--- src/rtl/instr_split_stage_pkg.sv ---
// ---------------------------------------------------------------------------
// instr_split_stage_pkg : field positions, opcodes and itype encoding
// Rev 1.0
// ---------------------------------------------------------------------------
`default_nettype none

package instr_split_stage_pkg;

  localparam int OPCODE_MSB = 31;
  localparam int OPCODE_LSB = 26;
  localparam int RS_MSB     = 25;
  localparam int RS_LSB     = 21;
  localparam int RT_MSB     = 20;
  localparam int RT_LSB     = 16;
  localparam int RD_MSB     = 15;
  localparam int RD_LSB     = 11;
  localparam int SHAMT_MSB  = 10;
  localparam int SHAMT_LSB  = 6;
  localparam int FUNCT_MSB  = 5;
  localparam int FUNCT_LSB  = 0;
  localparam int IMM_MSB    = 15;
  localparam int IMM_LSB    = 0;
  localparam int TARGET_MSB = 25;
  localparam int TARGET_LSB = 0;

  localparam logic [5:0] OP_RTYPE = 6'h00;
  localparam logic [5:0] OP_J     = 6'h02;
  localparam logic [5:0] OP_JAL   = 6'h03;

  typedef enum logic [1:0] {
    ITYPE_R = 2'd0,
    ITYPE_I = 2'd1,
    ITYPE_J = 2'd2
  } itype_e;

endpackage

`default_nettype wire

--- src/rtl/instr_fields.sv ---
// ---------------------------------------------------------------------------
// instr_fields : splits a 32-bit instruction into fields; all zero when !i_valid
// Rev 1.0
// ---------------------------------------------------------------------------
`default_nettype none

module instr_fields
  import instr_split_stage_pkg::*;
#(
  parameter int XLEN = 32
) (
  input  logic            i_valid,
  input  logic [31:0]     i_instr,
  input  logic [31:0]     i_pc,
  output logic [5:0]      o_opcode,
  output logic [4:0]      o_rs,
  output logic [4:0]      o_rt,
  output logic [4:0]      o_rd,
  output logic [4:0]      o_shamt,
  output logic [5:0]      o_funct,
  output logic [15:0]     o_imm16,
  output logic [25:0]     o_target,
  output logic [XLEN-1:0] o_imm_sext,
  output logic [XLEN-1:0] o_imm_zext,
  output logic [31:0]     o_jump_addr,
  output logic [1:0]      o_itype,
  output logic [31:0]     o_pc_out
);

  logic [5:0]  w_op;
  logic [15:0] w_imm;
  logic [3:0]  w_region;
  itype_e      w_itype;

  assign w_op  = i_instr[OPCODE_MSB:OPCODE_LSB];
  assign w_imm = i_instr[IMM_MSB:IMM_LSB];
  // Upper nibble of pc+4: a carry reaches bit 28 only when pc[27:2] is all ones.
  assign w_region = i_pc[31:28] + {3'b000, &i_pc[27:2]};

  always_comb begin
    case (w_op)
      OP_RTYPE:     w_itype = ITYPE_R;
      OP_J, OP_JAL: w_itype = ITYPE_J;
      default:      w_itype = ITYPE_I;
    endcase
  end

  always_comb begin
    o_opcode    = '0;
    o_rs        = '0;
    o_rt        = '0;
    o_rd        = '0;
    o_shamt     = '0;
    o_funct     = '0;
    o_imm16     = '0;
    o_target    = '0;
    o_imm_sext  = '0;
    o_imm_zext  = '0;
    o_jump_addr = '0;
    o_itype     = '0;
    o_pc_out    = '0;
    if (i_valid) begin
      o_opcode    = w_op;
      o_rs        = i_instr[RS_MSB:RS_LSB];
      o_rt        = i_instr[RT_MSB:RT_LSB];
      o_rd        = i_instr[RD_MSB:RD_LSB];
      o_shamt     = i_instr[SHAMT_MSB:SHAMT_LSB];
      o_funct     = i_instr[FUNCT_MSB:FUNCT_LSB];
      o_imm16     = w_imm;
      o_target    = i_instr[TARGET_MSB:TARGET_LSB];
      o_imm_sext  = XLEN'($signed(w_imm));
      o_imm_zext  = XLEN'(w_imm);
      o_jump_addr = {w_region, i_instr[TARGET_MSB:TARGET_LSB], 2'b00};
      o_itype     = w_itype;
      o_pc_out    = i_pc;
    end
  end

endmodule

`default_nettype wire

--- src/rtl/instr_split_stage.sv ---
// ---------------------------------------------------------------------------
// instr_split_stage : DEPTH-entry {instr,pc} FIFO with decoded head outputs.
// Optional INSTR_SPLIT_FLUSH_EN adds a flush input. Rev 1.0
// ---------------------------------------------------------------------------
`default_nettype none

module instr_split_stage
  import instr_split_stage_pkg::*;
#(
  parameter int XLEN  = 32,
  parameter int DEPTH = 2
) (
  input  logic            clk,
  input  logic            rst,
`ifdef INSTR_SPLIT_FLUSH_EN
  input  logic            flush,
`endif
  input  logic            in_valid,
  output logic            in_ready,
  input  logic [31:0]     in_instr,
  input  logic [31:0]     in_pc,
  output logic            out_valid,
  input  logic            out_ready,
  output logic [5:0]      opcode,
  output logic [4:0]      rs,
  output logic [4:0]      rt,
  output logic [4:0]      rd,
  output logic [4:0]      shamt,
  output logic [5:0]      funct,
  output logic [15:0]     imm16,
  output logic [25:0]     target,
  output logic [XLEN-1:0] imm_sext,
  output logic [XLEN-1:0] imm_zext,
  output logic [31:0]     jump_addr,
  output logic [1:0]      itype,
  output logic [31:0]     pc_out
);

  localparam int PTR_W = (DEPTH > 1) ? $clog2(DEPTH) : 1;
  localparam int CNT_W = $clog2(DEPTH + 1);
  localparam logic [CNT_W-1:0] C_DEPTH = CNT_W'(DEPTH);

  logic [31:0]      r_instr_mem [DEPTH];
  logic [31:0]      r_pc_mem    [DEPTH];
  logic [PTR_W-1:0] r_wr_ptr;
  logic [PTR_W-1:0] r_rd_ptr;
  logic [CNT_W-1:0] r_count;

  logic w_push;
  logic w_pop;
  logic w_clear;

`ifdef INSTR_SPLIT_FLUSH_EN
  assign w_clear = rst | flush;
`else
  assign w_clear = rst;
`endif

  // Ready depends only on the registered count, never on out_ready.
  assign in_ready  = (r_count < C_DEPTH);
  assign out_valid = (r_count != '0);
  assign w_push    = in_valid && in_ready;
  assign w_pop     = out_valid && out_ready;

  always_ff @(posedge clk) begin
    if (w_clear) begin
      r_wr_ptr <= '0;
      r_rd_ptr <= '0;
      r_count  <= '0;
    end else begin
      if (w_push) r_wr_ptr <= r_wr_ptr + 1'b1;
      if (w_pop)  r_rd_ptr <= r_rd_ptr + 1'b1;
      case ({w_push, w_pop})
        2'b10:   r_count <= r_count + 1'b1;
        2'b01:   r_count <= r_count - 1'b1;
        default: r_count <= r_count;
      endcase
    end
  end

  always_ff @(posedge clk) begin
    if (w_push) begin
      r_instr_mem[r_wr_ptr] <= in_instr;
      r_pc_mem[r_wr_ptr]    <= in_pc;
    end
  end

  instr_fields #(
    .XLEN (XLEN)
  ) u_fields (
    .i_valid     (out_valid),
    .i_instr     (r_instr_mem[r_rd_ptr]),
    .i_pc        (r_pc_mem[r_rd_ptr]),
    .o_opcode    (opcode),
    .o_rs        (rs),
    .o_rt        (rt),
    .o_rd        (rd),
    .o_shamt     (shamt),
    .o_funct     (funct),
    .o_imm16     (imm16),
    .o_target    (target),
    .o_imm_sext  (imm_sext),
    .o_imm_zext  (imm_zext),
    .o_jump_addr (jump_addr),
    .o_itype     (itype),
    .o_pc_out    (pc_out)
  );

endmodule

`default_nettype wire

--- config.mk ---
export PLATFORM = sky130hd
export DESIGN_NAME = instr_split_stage
export DESIGN_NICKNAME = d
export VERILOG_FILES = /design/src/rtl/instr_split_stage_pkg.sv /design/src/rtl/instr_fields.sv /design/src/rtl/instr_split_stage.sv
export SDC_FILE = /design/constraint.sdc
export NUM_CORES = 1
export LEC_CHECK = 0
export CORE_UTILIZATION = 24
export DETAILED_ROUTE_END_ITERATION = 8
export HOLD_SLACK_MARGIN = 0.1
export SKIP_CTS_REPAIR_TIMING = 1
export SLEW_MARGIN = 20
export SYNTH_ARGS = -nofsm -noshare
export SYNTH_HDL_FRONTEND = slang
export SYNTH_SLANG_ARGS = --single-unit
--- constraint.sdc ---
create_clock -name clk -period 6.1 [get_ports clk]
set_input_delay 0.915 -clock clk [delete_from_list [all_inputs] [get_ports clk]]
set_output_delay 0.915 -clock clk [all_outputs]
set_load 0.1 [all_outputs]
### Yosys cells after proc, flatten, opt, wreduce, memory -nomap -nowiden

Memories as Yosys holds them, arrays and structs flattened. A register that Yosys moved wholly into a read port is not among the register bits.
Cells that the tools add are included.

* logic and storage cells: 43
* input bits: 68
* register bits: 4
* memories kept: 2
* memory bits (writable): 128
* output and inout bits: 206

Memories
* r_instr_mem: words 2, bits a word 32, read ports 1, clocked after memory_dff 1, wr ports 1, RTL line instr_split_stage.sv:43 `logic [31:0] r_instr_mem [DEPTH];`
* r_pc_mem: words 2, bits a word 32, read ports 1, clocked after memory_dff 1, wr ports 1, RTL line instr_split_stage.sv:44 `logic [31:0] r_pc_mem [DEPTH];`

* reductions and logical operators: 7
* $lt $le $gt $ge: 1
* muxes and demuxes: 21
* equal/unequal tests: 4
* add/sub/neg operators: 5

Operator list (number)
* $mux W32: 3
* $mux W16: 2
* $mux W26: 1
* $reduce_and A26 Y1: 1
* $mux W5: 4
* $eq A6 B2 Y1 const B: 2
* $mux W6: 2
* $pmux W2 S2: 2
* $logic_not A6 Y1: 1
* $mux W1: 6
* $add A4 B1 Y4: 1
* $reduce_bool A2 Y1: 2
* $add A1 B1 Y1 const B: 2
* $add A2 B1 Y2 const B: 1
* $eq A2 B1 Y1 const B: 1
* $eq A2 B2 Y1 const B: 1
* $logic_and A1 B1 Y1: 2
* $lt A2 B2 Y1 const B: 1
* $mux W2: 1
* $reduce_or A2 Y1: 1
* $sub A2 B1 Y2 const B: 1

### Logic depth before layout (Yosys ltp)

* depth after elaboration: 4
* depth in mapped cells: 9
* gate-level depth less buffers: 8

### Hierarchy

From an unflattened synthesis, not the netlist that was laid out.

* cell total of the unflattened synthesis: 450
* area, all modules: 6428.7 µm²

Modules (own cells, without submodules)
* instr_split_stage: sequential area each 3943.8 µm², instances 1, area each 4827.1 µm², cells each 222
* instr_fields: sequential area each 0.0 µm², instances 1, area each 1601.5 µm², cells each 228

### Worst setup path before layout

No wires, ideal clock.

* kind: reg-to-reg
* start point: register r_count[1]
* end point: memory r_instr_mem[0][0] (enable)
* data arrival time: 3.889 ns
* required time: 5.613 ns
* buffers on the path: 0
* period minus slack after synthesis: 4.375 ns
* stages on the path, launching flop included: 4
* slack: 1.725 ns
* setup time: 0.487 ns
* cell sequence: dfxtp_1 -> inv_1 -> nand2_1 -> nor2_1

* cells in the longest elaborated chain, start to end: 4

RTL lines
* from (decl): RTL line instr_split_stage.sv:47 `logic [CNT_W-1:0] r_count;`
* from (signal assigned): RTL line instr_split_stage.sv:74 `2'b10: r_count <= r_count + 1'b1;`
* from (signal assigned): RTL line instr_split_stage.sv:75 `2'b01: r_count <= r_count - 1'b1;`
* from (signal assigned): RTL line instr_split_stage.sv:76 `default: r_count <= r_count;`
* $lt A2 B2 Y1: RTL line instr_split_stage.sv:60 `assign in_ready = (r_count < C_DEPTH);`
* named net in_ready: RTL line instr_split_stage.sv:19 `output logic in_ready,`
* $logic_and A1 B1 Y1: RTL line instr_split_stage.sv:62 `assign w_push = in_valid && in_ready;`
* $mux W1: RTL line instr_split_stage.sv:82 `if (w_push) begin`
* $mux W1 (not written as such): RTL line instr_split_stage.sv:83 `r_instr_mem[r_wr_ptr] <= in_instr;`
* to (decl): RTL line instr_split_stage.sv:43

The timed path passes the listed nets, and every way through them passes these cells.

==> results.toml <==
[drt]
routedWlPerCell_um = 14.8
first_pass_iters = 5
wirelength_um = 14300
drtIter0Drc = 100
dr_total_vias = 3781
drt-vias-per-instance = 3.89
drcViolationCount = 0
drt.antenna.violating_nets = 0

[hold_path]
whs_endpoint = "r_rd_ptr$_SDFFE_PP0P_"
worstHoldPathCells = 2
hold_start = "r_rd_ptr$_SDFFE_PP0P_"
holdCritPathClass = "reg2reg"

[critical_path]
timing.rr.end = "r_count[1]$_SDFFE_PP0P_"
crit_fanout = 42
rrSetupSlack_ns = 3.68
crit_required_ns = 5.18
crit_type = "reg2out"
ff2ff_path_depth = 6
cp-end-kind = "output pin"
worstSetupStartpointType = "flop"
cp.arrival_ns = 3.74
r2r_start = "r_count[1]$_SDFFE_PP0P_"

[finish]
final_util_pct = 34.4
nNetsFinal = 694
areaGrowthSynthToFinish_pct = 41.5
antenna_cells = 0
drive_above_1_share_pct = 7.23

[timing]
min_period_ns = 4.66
max_slew_margin_pct = 29.6
min_period_over_period_pct = 76.4
fin_skew_ns = 0.00504
slew_viol_final = 0
setup_viol = 0
rsz0062_at_grt = "no"
setup_tns_ns = 0
fmaxAchievable_mhz = 215
worst_pin_slew_ns = 1.05
finalHoldViolations = 0

[yosys]
postSynthAreaPerCell_sq_um = 13.3
syn_area_sq_um = 6320
ys_types = 34
yosys_warnings = 0
yosysSeqAreaShare_pct = 62.4
syn_inst = 477
ys.flop_type = "edfxtp_1"
synth-edff-count = 128
ys_seq_elements = 133
synthArstFlopShare_pct = 0

[run_status]
status = "complete, no violations"

[die]
ios = 274
die_w_um = 164
num_rows = 59
core_sq_um = 26000
dieArea_sq_um = 27000
die_h_um = 164
start_util_pct = 24.3

[clocking]
clock-root-buffer = "clkbuf_16"
clock_path_buffers = 2
htree_levels = 4
clock_latency_ns = 0.41
clkTransAtPathRegs_ns = 0.06
cts_sinks = 133
cts_inserted_buffers = 17
cts_tree = "yes"

[placed_design]
place.gp.congestion = 0.680
dpl.hpwl_um = 9970
io_buffers = 255

[global_routing]
grt_overflow_total = 0
grt_max_degree = 65
grt_usage_pct = 10.5
antenna_found_initial = 0
grt_pass1_vias = 3572
grt_pass1_wl_um = 20300

[job]
max_cap_violations = 0
-- cell type report --
cell class / count / area [sq um]
Fill cell: 2583 / 17000
Sequential cell: 133 / 3950
Timing Repair Buffer: 259 / 2570
Multi-Input combinational cell: 210 / 1360
Clock buffer: 18 / 429
Tap cell: 335 / 419
Clock inverter: 14 / 209
Inverter: 2 / 7.51
-- cells in the mapped netlist (all sizes together) (2+ instances only) --
master / n / share of area, %
ha: 3 / 0.59
inv: 2 / 0.12
o21ai: 3 / 0.24
edfxtp: 128 / 61
nand4: 5 / 0.49
and3: 6 / 0.59
xor2: 3 / 0.42
a22oi: 2 / 0.24
nand2: 4 / 0.24
mux2i: 55 / 8.7
nor2b: 3 / 0.30
nand3: 8 / 0.71
and2b: 3 / 0.36
a21oi: 7 / 0.55
dfxtp: 5 / 1.6
clkbuf: 5 / 0.30
nor2: 69 / 4.1
and2: 6 / 0.59
mux2: 3 / 0.53
xnor2: 3 / 0.42
buf: 144 / 17
-- worst max path at each step --
stage                                 start                          end  slack, ns  cells past startpoint
global placement                       flop                    imm16[15]       1.81                      4
floorplan           r_count[1]$_SDFFE_PP0P_  r_instr_mem[0][0]$_DFFE_PP_       1.72                      3
finish                                 flop                jump_addr[28]       1.44                      8
CTS                                    flop                 imm_zext[15]       1.20                      4
global route                           flop                jump_addr[28]       1.25                      8
detailed placement                     flop                 imm_zext[15]       1.67                      4
-- logic make-up after synthesis --
family / Yosys count / synth area share [%]
AOI/OAI and AO/OA: 14 / 1.31
xor gates and xnor gates: 6 / 0.831
adders and majority gates: 3 / 0.594
buffers and inverters: 151 / 17.5
DFF: 133 / 62.4
muxes: 58 / 9.24
other: 1 / 0.0593
and+or+nand+nor: 111 / 8.11
-- stage by stage --
step | cell area (sq um) | std cells | worst slack (ns) | hold WS (ns)
global route | 8950 | 971 | 1.25 | 0.570
global placement | 8310 | 939 | 1.81 | 0.498
finish | 8950 | 971 | 1.44 | 0.522
floorplan | 6390 | 494 | 1.72 | 0.465
detailed placement | 8310 | 939 | 1.67 | 0.512
CTS | 8940 | 971 | 1.20 | 0.526
-- per-layer routing --
metal  share of wire [%]  up-vias  track usage (%)
li1                    -     1819                -
met1                  41     1819             12.1
met2                  52      126             18.2
met3                 5.0       17             2.75
met4                 1.7        0             5.05
met5                   0        -                0
-- layout by cell type (no fill, tap or decap), types with 4 or more instances in the layout --
cell type / n
a21oi_1: 7
and2_1: 6
and3_1: 5
buf_4: 7
bufinv_16: 5
clkbuf_16: 17
clkdlybuf4s50_1: 252
conb_1: 18
dfxtp_1: 4
edfxtp_1: 128
mux2i_1: 55
nand2_1: 4
nand3_1: 7
nand4_1: 5
nor2_1: 66
-- critical path: stages, from the launching register on --
cell and delay, ns:
dfxtp_4 0.76, buf_4 0.46, nor2b_1 0.11, nand4_1 0.11
a22oi_1 0.09, and4_1 0.22, ha_1 0.26, and2_1 0.14
clkdlybuf4s50_1 1.15
-- state kept, by name, indices dropped and copies added, names as in the netlist, named ones only --
register     count
r_count          2
r_rd_ptr         1
r_wr_ptr         1
r_pc_mem        64
r_instr_mem     64
Power is not shown: default switching activity piles up to over one toggle a cycle in this logic, so the estimate is an artifact.
